`config.mk`:
```
export PLATFORM = sky130hd
export DESIGN_NAME = shot_sequencer
export DESIGN_NICKNAME = d
export VERILOG_FILES = /design/src/rtl/shot_sequencer_pkg.sv /design/src/rtl/shot_sequencer_edge_rise.sv /design/src/rtl/shot_sequencer.sv
export SDC_FILE = /design/constraint.sdc
export NUM_CORES = 1
export LEC_CHECK = 0
export CORE_ASPECT_RATIO = 0.75
export CORE_MARGIN = 2
export CORE_UTILIZATION = 40
export DETAILED_ROUTE_END_ITERATION = 10
export GPL_TIMING_DRIVEN = 0
export PLACE_DENSITY = 0.76
export SYNTH_ARGS = -nofsm -noshare
export SYNTH_HDL_FRONTEND = slang
export SYNTH_SLANG_ARGS = --single-unit
```
`constraint.sdc`:
```
create_clock -name clk -period 4.15 [get_ports clk]
set_input_delay 0.83 -clock clk [delete_from_list [all_inputs] [get_ports clk]]
set_output_delay 0.83 -clock clk [all_outputs]
set_load 0.005 [all_outputs]
```
`src/rtl/shot_sequencer_pkg.sv`:
```
// shot_sequencer_pkg: shared cell codes, game status codes, FSM states and helpers
package shot_pkg;

    localparam logic [1:0] WATER = 2'b00;
    localparam logic [1:0] SHIP  = 2'b01;
    localparam logic [1:0] MISS  = 2'b10;
    localparam logic [1:0] HIT   = 2'b11;

    localparam logic [1:0] GS_PLAY = 2'b00;
    localparam logic [1:0] GS_WIN  = 2'b01;
    localparam logic [1:0] GS_LOSE = 2'b10;
    localparam logic [1:0] GS_INIT = 2'b11;

    typedef enum logic [2:0] {INIT, IDLE, FIRE, SETTLE, CHECK, WIN, LOSE} state_e;

    function automatic logic [3:0] onehot2(input logic [1:0] idx);
        return 4'b0001 << idx;
    endfunction

endpackage

```
`src/rtl/shot_sequencer_edge_rise.sv`:
```
// edge_rise: registered one-bit rising-edge detector; history resets high so a held level never fires
module edge_rise (
    input  logic clk,
    input  logic reset,
    input  logic d_i,
    output logic rise_o
);
    logic prev_q;
    logic rise_q;
    // remember last level and flag a 0->1 transition one cycle later
    always_ff @(posedge clk) begin
        if (!reset) begin
            prev_q <= 1'b1;
            rise_q <= 1'b0;
        end else begin
            prev_q <= d_i;
            rise_q <= d_i & ~prev_q;
        end
    end
    assign rise_o = rise_q;
endmodule

```
`src/rtl/shot_sequencer.sv`:
```
// shot_sequencer: loads the board, turns fire presses into row/column fire strobes, tracks win/lose
module shot_sequencer
    import shot_pkg::*;
#(
    parameter logic [31:0] BOARD_INIT = 32'h0041_1400,
    parameter int          MAX_SHOTS  = 12,
    parameter int          SETTLE_CYC = 2
) (
    input  logic        clk,
    input  logic        reset,
    input  logic        fire_btn,
    input  logic [3:0]  sel,
    input  logic        sel_error,
    input  logic        sel_is_col,
    input  logic        new_game,
    input  logic [31:0] cell_state,
    output logic [3:0]  row_en,
    output logic [3:0]  col_en,
    output logic        fire,
    output logic        load_we,
    output logic [1:0]  load_val,
    output logic [5:0]  shot_count,
    output logic [1:0]  game_state
);
    state_e      state_q, state_d;
    logic [3:0]  k_q, k_d;
    logic [3:0]  cnt_q, cnt_d;
    logic [3:0]  sel_q, sel_d;
    logic        col_q, col_d;
    logic [3:0]  row_en_q, row_en_d;
    logic [3:0]  col_en_q, col_en_d;
    logic        fire_q, fire_d;
    logic        load_we_q, load_we_d;
    logic [1:0]  load_val_q, load_val_d;
    logic [5:0]  shot_q, shot_d;
    logic [1:0]  gs_q, gs_d;
    logic        fire_rise;
    logic        ng_rise;
    logic        ship_left;

    edge_rise u_fire_edge (.clk(clk), .reset(reset), .d_i(fire_btn), .rise_o(fire_rise));
    edge_rise u_ng_edge   (.clk(clk), .reset(reset), .d_i(new_game), .rise_o(ng_rise));

    // any cell still holding an unhit ship keeps the game alive
    always_comb begin
        ship_left = 1'b0;
        for (int i = 0; i < 16; i++) ship_left = ship_left | (cell_state[2*i +: 2] == SHIP);
    end

    // state and registered outputs; outputs follow the state one cycle later
    always_ff @(posedge clk) begin
        if (!reset) begin
            state_q    <= INIT;
            k_q        <= '0;
            cnt_q      <= '0;
            sel_q      <= '0;
            col_q      <= 1'b0;
            row_en_q   <= '0;
            col_en_q   <= '0;
            fire_q     <= 1'b0;
            load_we_q  <= 1'b0;
            load_val_q <= '0;
            shot_q     <= '0;
            gs_q       <= GS_INIT;
        end else begin
            state_q    <= state_d;
            k_q        <= k_d;
            cnt_q      <= cnt_d;
            sel_q      <= sel_d;
            col_q      <= col_d;
            row_en_q   <= row_en_d;
            col_en_q   <= col_en_d;
            fire_q     <= fire_d;
            load_we_q  <= load_we_d;
            load_val_q <= load_val_d;
            shot_q     <= shot_d;
            gs_q       <= gs_d;
        end
    end

    // next state: board walk, press capture, settle timer, win/lose decision
    always_comb begin
        state_d = state_q;
        k_d     = k_q;
        cnt_d   = cnt_q;
        sel_d   = sel_q;
        col_d   = col_q;
        case (state_q)
            INIT: begin
                k_d = k_q + 4'd1;
                if (k_q == 4'd15) state_d = IDLE;
            end
            IDLE: begin
                if (fire_rise && !sel_error) begin
                    state_d = FIRE;
                    sel_d   = sel;
                    col_d   = sel_is_col;
                end
            end
            FIRE: begin
                state_d = SETTLE;
                cnt_d   = '0;
            end
            SETTLE: begin
                if (cnt_q == 4'(SETTLE_CYC - 1)) state_d = CHECK;
                else cnt_d = cnt_q + 4'd1;
            end
            CHECK: state_d = !ship_left ? WIN : (shot_q >= 6'(MAX_SHOTS)) ? LOSE : IDLE;
            WIN, LOSE: begin
                if (ng_rise) begin
                    state_d = INIT;
                    k_d     = '0;
                end
            end
            default: state_d = INIT;
        endcase
    end

    // output decode: loads in INIT, one strobe in FIRE, status from state
    always_comb begin
        row_en_d   = (state_q == INIT) ? onehot2(k_q[3:2]) : (state_q == FIRE && !col_q) ? sel_q : 4'b0;
        col_en_d   = (state_q == INIT) ? onehot2(k_q[1:0]) : (state_q == FIRE && col_q) ? sel_q : 4'b0;
        fire_d     = state_q == FIRE;
        load_we_d  = state_q == INIT;
        load_val_d = (state_q == INIT) ? BOARD_INIT[{k_q, 1'b0} +: 2] : 2'b00;
        shot_d     = (state_q == INIT) ? 6'd0 : (state_q == FIRE && shot_q != 6'd63) ? shot_q + 6'd1 : shot_q;
        gs_d       = (state_q == INIT) ? GS_INIT : (state_q == WIN) ? GS_WIN : (state_q == LOSE) ? GS_LOSE : GS_PLAY;
    end

    assign row_en     = row_en_q;
    assign col_en     = col_en_q;
    assign fire       = fire_q;
    assign load_we    = load_we_q;
    assign load_val   = load_val_q;
    assign shot_count = shot_q;
    assign game_state = gs_q;
endmodule

```
After elaboration in Yosys (flattened, before gate mapping)
Index checks and enable logic that the tools add are counted.
{"block": "word_totals", "out_inout_bits": 20, "input_bits": 42, "wordCells": 108, "ff_bits": 40}
{"block": "op_classes", "bitwise": 20, "reduce_logical": 17, "order_cmp": 1, "addsub": 3, "n_mux": 17, "eq_ne": 30, "n_shift": 3}
{"op": "equality test 2 x 1 -> 1 bit, second input constant", "count": 16}
{"op": "variable part select 32 x 6 -> 2 bit, first input constant", "count": 1}
{"op": "two-way mux 4 bit", "count": 6}
{"op": "two-way mux 3 bit", "count": 6}
{"op": "case mux 3 bit (6 select lines)", "count": 1}
{"op": "case mux 4 bit (2 select lines)", "count": 2}
{"op": "bitwise OR 1 bit", "count": 15}
{"op": "equality test 3 bit, second input constant", "count": 3}
{"op": "adder 4 x 1 -> 4 bit, second input constant", "count": 2}
{"op": "AND reduction 2 bit", "count": 4}
{"op": "left shift 1 x 2 -> 4 bit, first input constant", "count": 2}
{"op": "adder 6 x 1 -> 6 bit, second input constant", "count": 1}
{"op": "equality test 3 x 2 -> 1 bit, second input constant", "count": 2}
{"op": ">= comparator 6 x 4 -> 1 bit, second input constant", "count": 1}
{"op": "!= test 2 bit, second input constant", "count": 3}
{"op": "!= test 6 bit, second input constant", "count": 1}
{"op": "equality test 4 x 1 -> 1 bit, second input constant", "count": 1}
{"op": "equality test 4 bit, second input constant", "count": 1}
{"op": "logical AND 1 bit", "count": 4}
{"op": "two-way mux 2 bit", "count": 2}
{"op": "!= test 2 x 1 -> 1 bit, second input constant", "count": 2}
{"op": "AND reduction 4 bit", "count": 1}
{"op": "nonzero test 2 bit", "count": 2}
{"op": "OR reduction 2 bit", "count": 2}
{"op": "6 further kinds", "count": 10}

Logic depth before layout (Yosys ltp)
{"block": "depth", "word_depth": 18, "depth_mapped": 6}

Hierarchy
A second synthesis with hierarchy kept.
{"block": "unflattened", "hier_cells": 214, "area_unflattened_um2": 1859.3}
{"mod": "shot_sequencer", "n_inst": 1, "area_each_um2": 1749.2, "seq_area_each_um2": 700.7, "cells_per_inst": 206}
{"mod": "edge_rise", "n_inst": 2, "area_each_um2": 55.1, "seq_area_each_um2": 40.0, "cells_per_inst": 4}

Worst setup path before layout
OpenSTA, ideal clock, no wires.
{"block": "synth_path", "path_kind": "input -> register", "start": "input port cell_state[12]", "end": "register state_q[0]", "setup_slack_ns": 2.230, "arrival_ns": 1.845, "path_buffers": 0, "path_stages": 5, "path_cell_list": "nor2b_1 > a2111oi_0 > nand4_1 > a211o_1 > o22ai_1"}
{"block": "synth_via", "elab_chain_len": 13}
{"item": "start: declaration", "line": "shot_sequencer.sv:16", "rtl": "input logic [31:0] cell_state,"}
{"item": "equality test 2 x 1 -> 1 bit", "line": "shot_sequencer.sv:47", "rtl": "for (int i = 0; i < 16; i++) ship_left = ship_left | (cell_state[2*i +: 2] == SHIP);"}
{"item": "bitwise OR 1 bit (10 in series)", "line": "shot_sequencer.sv:47"}
{"item": "two-way mux 3 bit", "line": "shot_sequencer.sv:108", "rtl": "CHECK: state_d = !ship_left ? WIN : (shot_q >= 6'(MAX_SHOTS)) ? LOSE : IDLE;"}
{"item": "case mux 3 bit (6 select lines)", "line": "shot_sequencer.sv:88", "rtl": "case (state_q)"}
{"item": "end signal: assignment", "line": "shot_sequencer.sv:66", "rtl": "state_q <= state_d;"}
{"item": "end: declaration", "line": "shot_sequencer.sv:25", "rtl": "state_e state_q, state_d;"}
No other way between the ends.
A chain may end at the register's enable or synchronous reset.

Worst setup path after layout
{"block": "layout_path", "start": "input port cell_state[16]", "end": "register state_q[0]"}
{"block": "layout_via", "elab_chain_len": 11}
{"item": "equality test 2 x 1 -> 1 bit", "line": "shot_sequencer.sv:47"}
{"item": "bitwise OR 1 bit (8 in series)", "line": "shot_sequencer.sv:47"}
{"item": "two-way mux 3 bit", "line": "shot_sequencer.sv:108"}
{"item": "case mux 3 bit (6 select lines)", "line": "shot_sequencer.sv:88"}
No other way between the ends.

==> summary.md <==
| Metric | Value |
|---|---|
| Clock root buffer | clkbuf_8 |
| Largest net degree at the start of global routing | 13 |
| Cell leakage power | about 1.1 nW |
| Total GRT Usage | 17.2% |
| Switch share | ~30% |
| Routability cong. | 0.772 |
| Mapped Nets | ~260 |
| # Max-Cap Violations | 0 |
| 1st-iter DRT viols | 56 |
| Num CTS Buffers | 5 |
| First-pass GRT wire length | approximately 7.5 mm |
| Worst Tran Pin Value | 0.566 ns |
| Worst-Skew Late Latency | around 0.28 ns |
| RSZ-0062 raised after global routing | no |
| Setup Viol. Count Final | 0 |
| Setup TNS | 0 ns |
| Syn avg cell area | approximately 9 um2 |
| Mapped Area | ~1900 um2 |
| Critical path class | in2reg |
| Crit-path cells | clkdlybuf4s50_1, nor2b_1, a2111oi_0, nand4_1, a211o_1, o22ai_1 |
| Slowest CP cell | a2111oi_0 |
| Clock skew | 0.0109 ns |
| Drt drc | 0 |
| Total power | just over 1 mW |
| First-pass detailed-route iteration total | 4 |
| Syn Inst Count | between 200 and 250 |
| Post-DR wirelength/cell | approximately 12 um |
| CP startpoint kind | primary input |
| Area grow syn2layout | 41.1% |
| # resized after CTS | 0 |
| Crit path largest cell delay | around 0.46 ns |
| Peak supply drop | 213 uV |
| Library cells used by synthesis | 40 |
| Placed Area | ~2600 um2 |
| Slew headroom | between 60% and 70% |
| Antenna diodes | 0 |
| CP endpoint kind | flip-flop |
| IO Port Bufs | 60 |
| Seq cells post-synth | 39 |
| Clock transition at the registers of the reported paths | roughly 0.080 ns |
| FF/Latch Area | ~780 um2 |
| Min cycle time layout | between 2 and 2.5 ns |
| GR Overflow Total | 0 |
| Synth area leaders | dfxtp_1, nor2b_1, ha_1 |
| # nets final | 330 |
| CTS sink count | 39 |
| H-tree levels | 2 |
| Hold WC Path Type | reg2reg |
| CTS tree | yes |
| NetSw | 0.305 mW |
| I/O Pins | 62 |
| Final setup margin | 1.90 ns |
| Place WS | approximately 1.5 ns |
| Routed WL | around 4.2 mm |
| Setup bufs post-CTS | 0 |
| HPWL Detailed | 3.28 mm |
| Max FO, Critical Path | 3 |
| CTS Hold Bufs | 0 |
| Vias in the first global route | between 1.5k and 2k |
| Antenna violations before repair | 0 |
| Logic gate share of total power | 30.0% |
| Status | finished clean |
| # rows | 21 |
| Yosys warnings | 0 |
| Clock power share | between 20% and 30% |
| Final instance area | roughly 2700 um2 |
| Chip Width | ~83 um |
| Non-Filler Instances | around 340 |
| Final Max Tran Viols | 0 |
| Crit path buf inv count | 1 |
| Layout fillers | 404 |
| Core area | 4490 um2 |
| Die H | roughly 63 um |
| DR vias | roughly 1.6k |
| Die area | approximately 5300 um2 |
| Worst EP arrival | 2.47 ns |
| Multi-input combinational cell area | just over 1000 um2 |
| Layout cell share with drive strength beyond 1 | approximately 6% |
| CP top delay family | compound AO/OA/AOI/OAI gates |
| Max clock buf depth | 2 |
| Critical Path RT | about 4.4 ns |
| Period Utilization, post-route | 54.2% |
| Yosys top cell area share | 41.4% |
| Routed Antenna Nets | 0 |
| Initial Util | between 40% and 50% |
| Internal power | ~0.72 mW |
| Flop pwr share | between 40 and 50% |
| Sequential element share of the synthesized area | roughly 41% |
| # placed instances | between 300 and 400 |
| Leading area contributor after synthesis | dfxtp_1 |
| Max Fclk | approximately 440 MHz |
| Final hold vios | 0 |
| Power per cell area | 386 nW/um2 |
| Via/cell ratio | about 4.8 |
[cell usage in the layout (no fill, tap or decap), drive strengths merged]
master	Yosys	routed
a2111oi	4	4
a211o	2	2
a21boi	1	1
a21oi	5	5
a221oi	2	2
a22o	6	6
a31oi	3	3
and2	3	3
and3	4	4
buf	6	6
clkbuf	3	10
clkdlybuf4s50	0	60
clkinvlp	0	1
conb	1	1
dfxtp	39	39
ha	8	8
inv	11	11
mux2i	7	7
nand2	23	23
nand2b	4	4
nand3	1	1
nand3b	2	2
nand4	5	5
nor2	22	22
nor2b	20	20
nor3	3	3
nor3b	3	3
nor4	1	1
o211ai	2	2
o21ai	4	4
o221ai	1	1
o22ai	1	1
o31ai	1	1
o32ai	1	1
or3	1	1
or3b	1	1
xnor2	2	2
xor2	10	10
[per-stage QoR]
step           utilization, %  hold WS, ns
5_1_grt                  59.3        0.403
3_3_place_gp             56.9        0.369
3_5_place_dp             56.9        0.374
4_1_cts                  59.3        0.388
2_1_floorplan               -        0.367
6_report                 59.3        0.382
[sequential cells by signal, indices dropped and copies added (netlist names)]
signal and count:
u_fire_edge.prev_q 1, col_q 1, sel_q 4, load_we 1
col_en 4, u_fire_edge.rise_o 1, row_en 4, k_q 4
cnt_q 4, load_val 1, game_state 2, u_ng_edge.prev_q 1
state_q 3, shot_count 6, u_ng_edge.rise_o 1, fire 1
[cell type report]
cell class / instances / area share (%)
plain buffers: 9 / 1.97
clock buffers: 7 / 3.62
clock inverters: 1 / 0.282
inverters: 11 / 1.55
multi-input cells: 154 / 38.0
flip-flops and latches: 39 / 29.3
well taps: 57 / 2.68
repair buffers: 60 / 22.6
[cells in the mapped netlist]
cell,n
dfxtp_1,39
or3b_4,1
and2_1,3
o211ai_1,2
a221oi_1,2
nand3_1,1
a31oi_4,1
mux2i_1,7
buf_2,3
and3_1,4
buf_4,2
xor2_1,10
nor4_1,1
nor2_2,1
a21boi_0,1
conb_1,1
a21oi_1,5
nand4_1,5
nor2_1,21
o22ai_1,1
o31ai_1,1
o21ai_0,4
nor3b_1,3
nand2_1,23
a31oi_1,2
ha_1,8
a2111oi_0,4
inv_1,11
nand2b_1,4
a211o_1,2
a22o_1,6
clkbuf_1,3
nor2b_1,20
o32ai_1,1
nor3_1,3
nand3b_1,2
buf_6,1
o221ai_1,1
xnor2_1,2
or3_1,1
[worst paths after layout]
kind                            slack [ns]  depth (start not counted)                     startpoint                            end
worst min-delay path                  0.38                          1  u_fire_edge.prev_q$_SDFF_PN1_  u_fire_edge.rise_o$_SDFF_PN0_
worst max-delay path                  1.90                          6                 cell_state[16]        state_q[0]$_SDFFE_PN0P_
worst max register to register        2.44                          6            k_q[0]$_SDFFE_PN0P_        state_q[0]$_SDFFE_PN0P_
worst min register to register        0.38                          1  u_fire_edge.prev_q$_SDFF_PN1_  u_fire_edge.rise_o$_SDFF_PN0_
[power by group through the flow]
| stage | Combinational, mW | Clock [mW] | Sequential, mW |
|---|---|---|---|
| floorplan | 0.177 | 0 | 0.448 |
| global placement | 0.297 | 0 | 0.448 |
| detailed placement | 0.306 | 0 | 0.451 |
| CTS | 0.309 | 0.285 | 0.442 |
| global route | 0.344 | 0.305 | 0.449 |
| finish | 0.309 | 0.277 | 0.443 |
[kinds of logic (layout without fill, tap and decap cells)]
logic type	Yosys count	in the layout	synth area share (%)
AND/OR/NAND/NOR	93	93	25.3
flip-flops	39	39	41.4
AO/OA/AOI/OAI	33	33	13.5
buffers and inverters	20	88	4.97
XOR/XNOR	12	12	5.57
adder cells (fa/ha/maj)	8	8	5.31
multiplexers	7	7	3.71
other	1	1	0.199
[routing by layer]
layer / wire (um) / GRT usage [%]
met1: 2150 / 24.1
met4: 13 / 3.07
met5: 0 / 0
met3: 227 / 4.72
met2: 1820 / 26.7
Note: power is estimated with default switching activity, not from simulation.
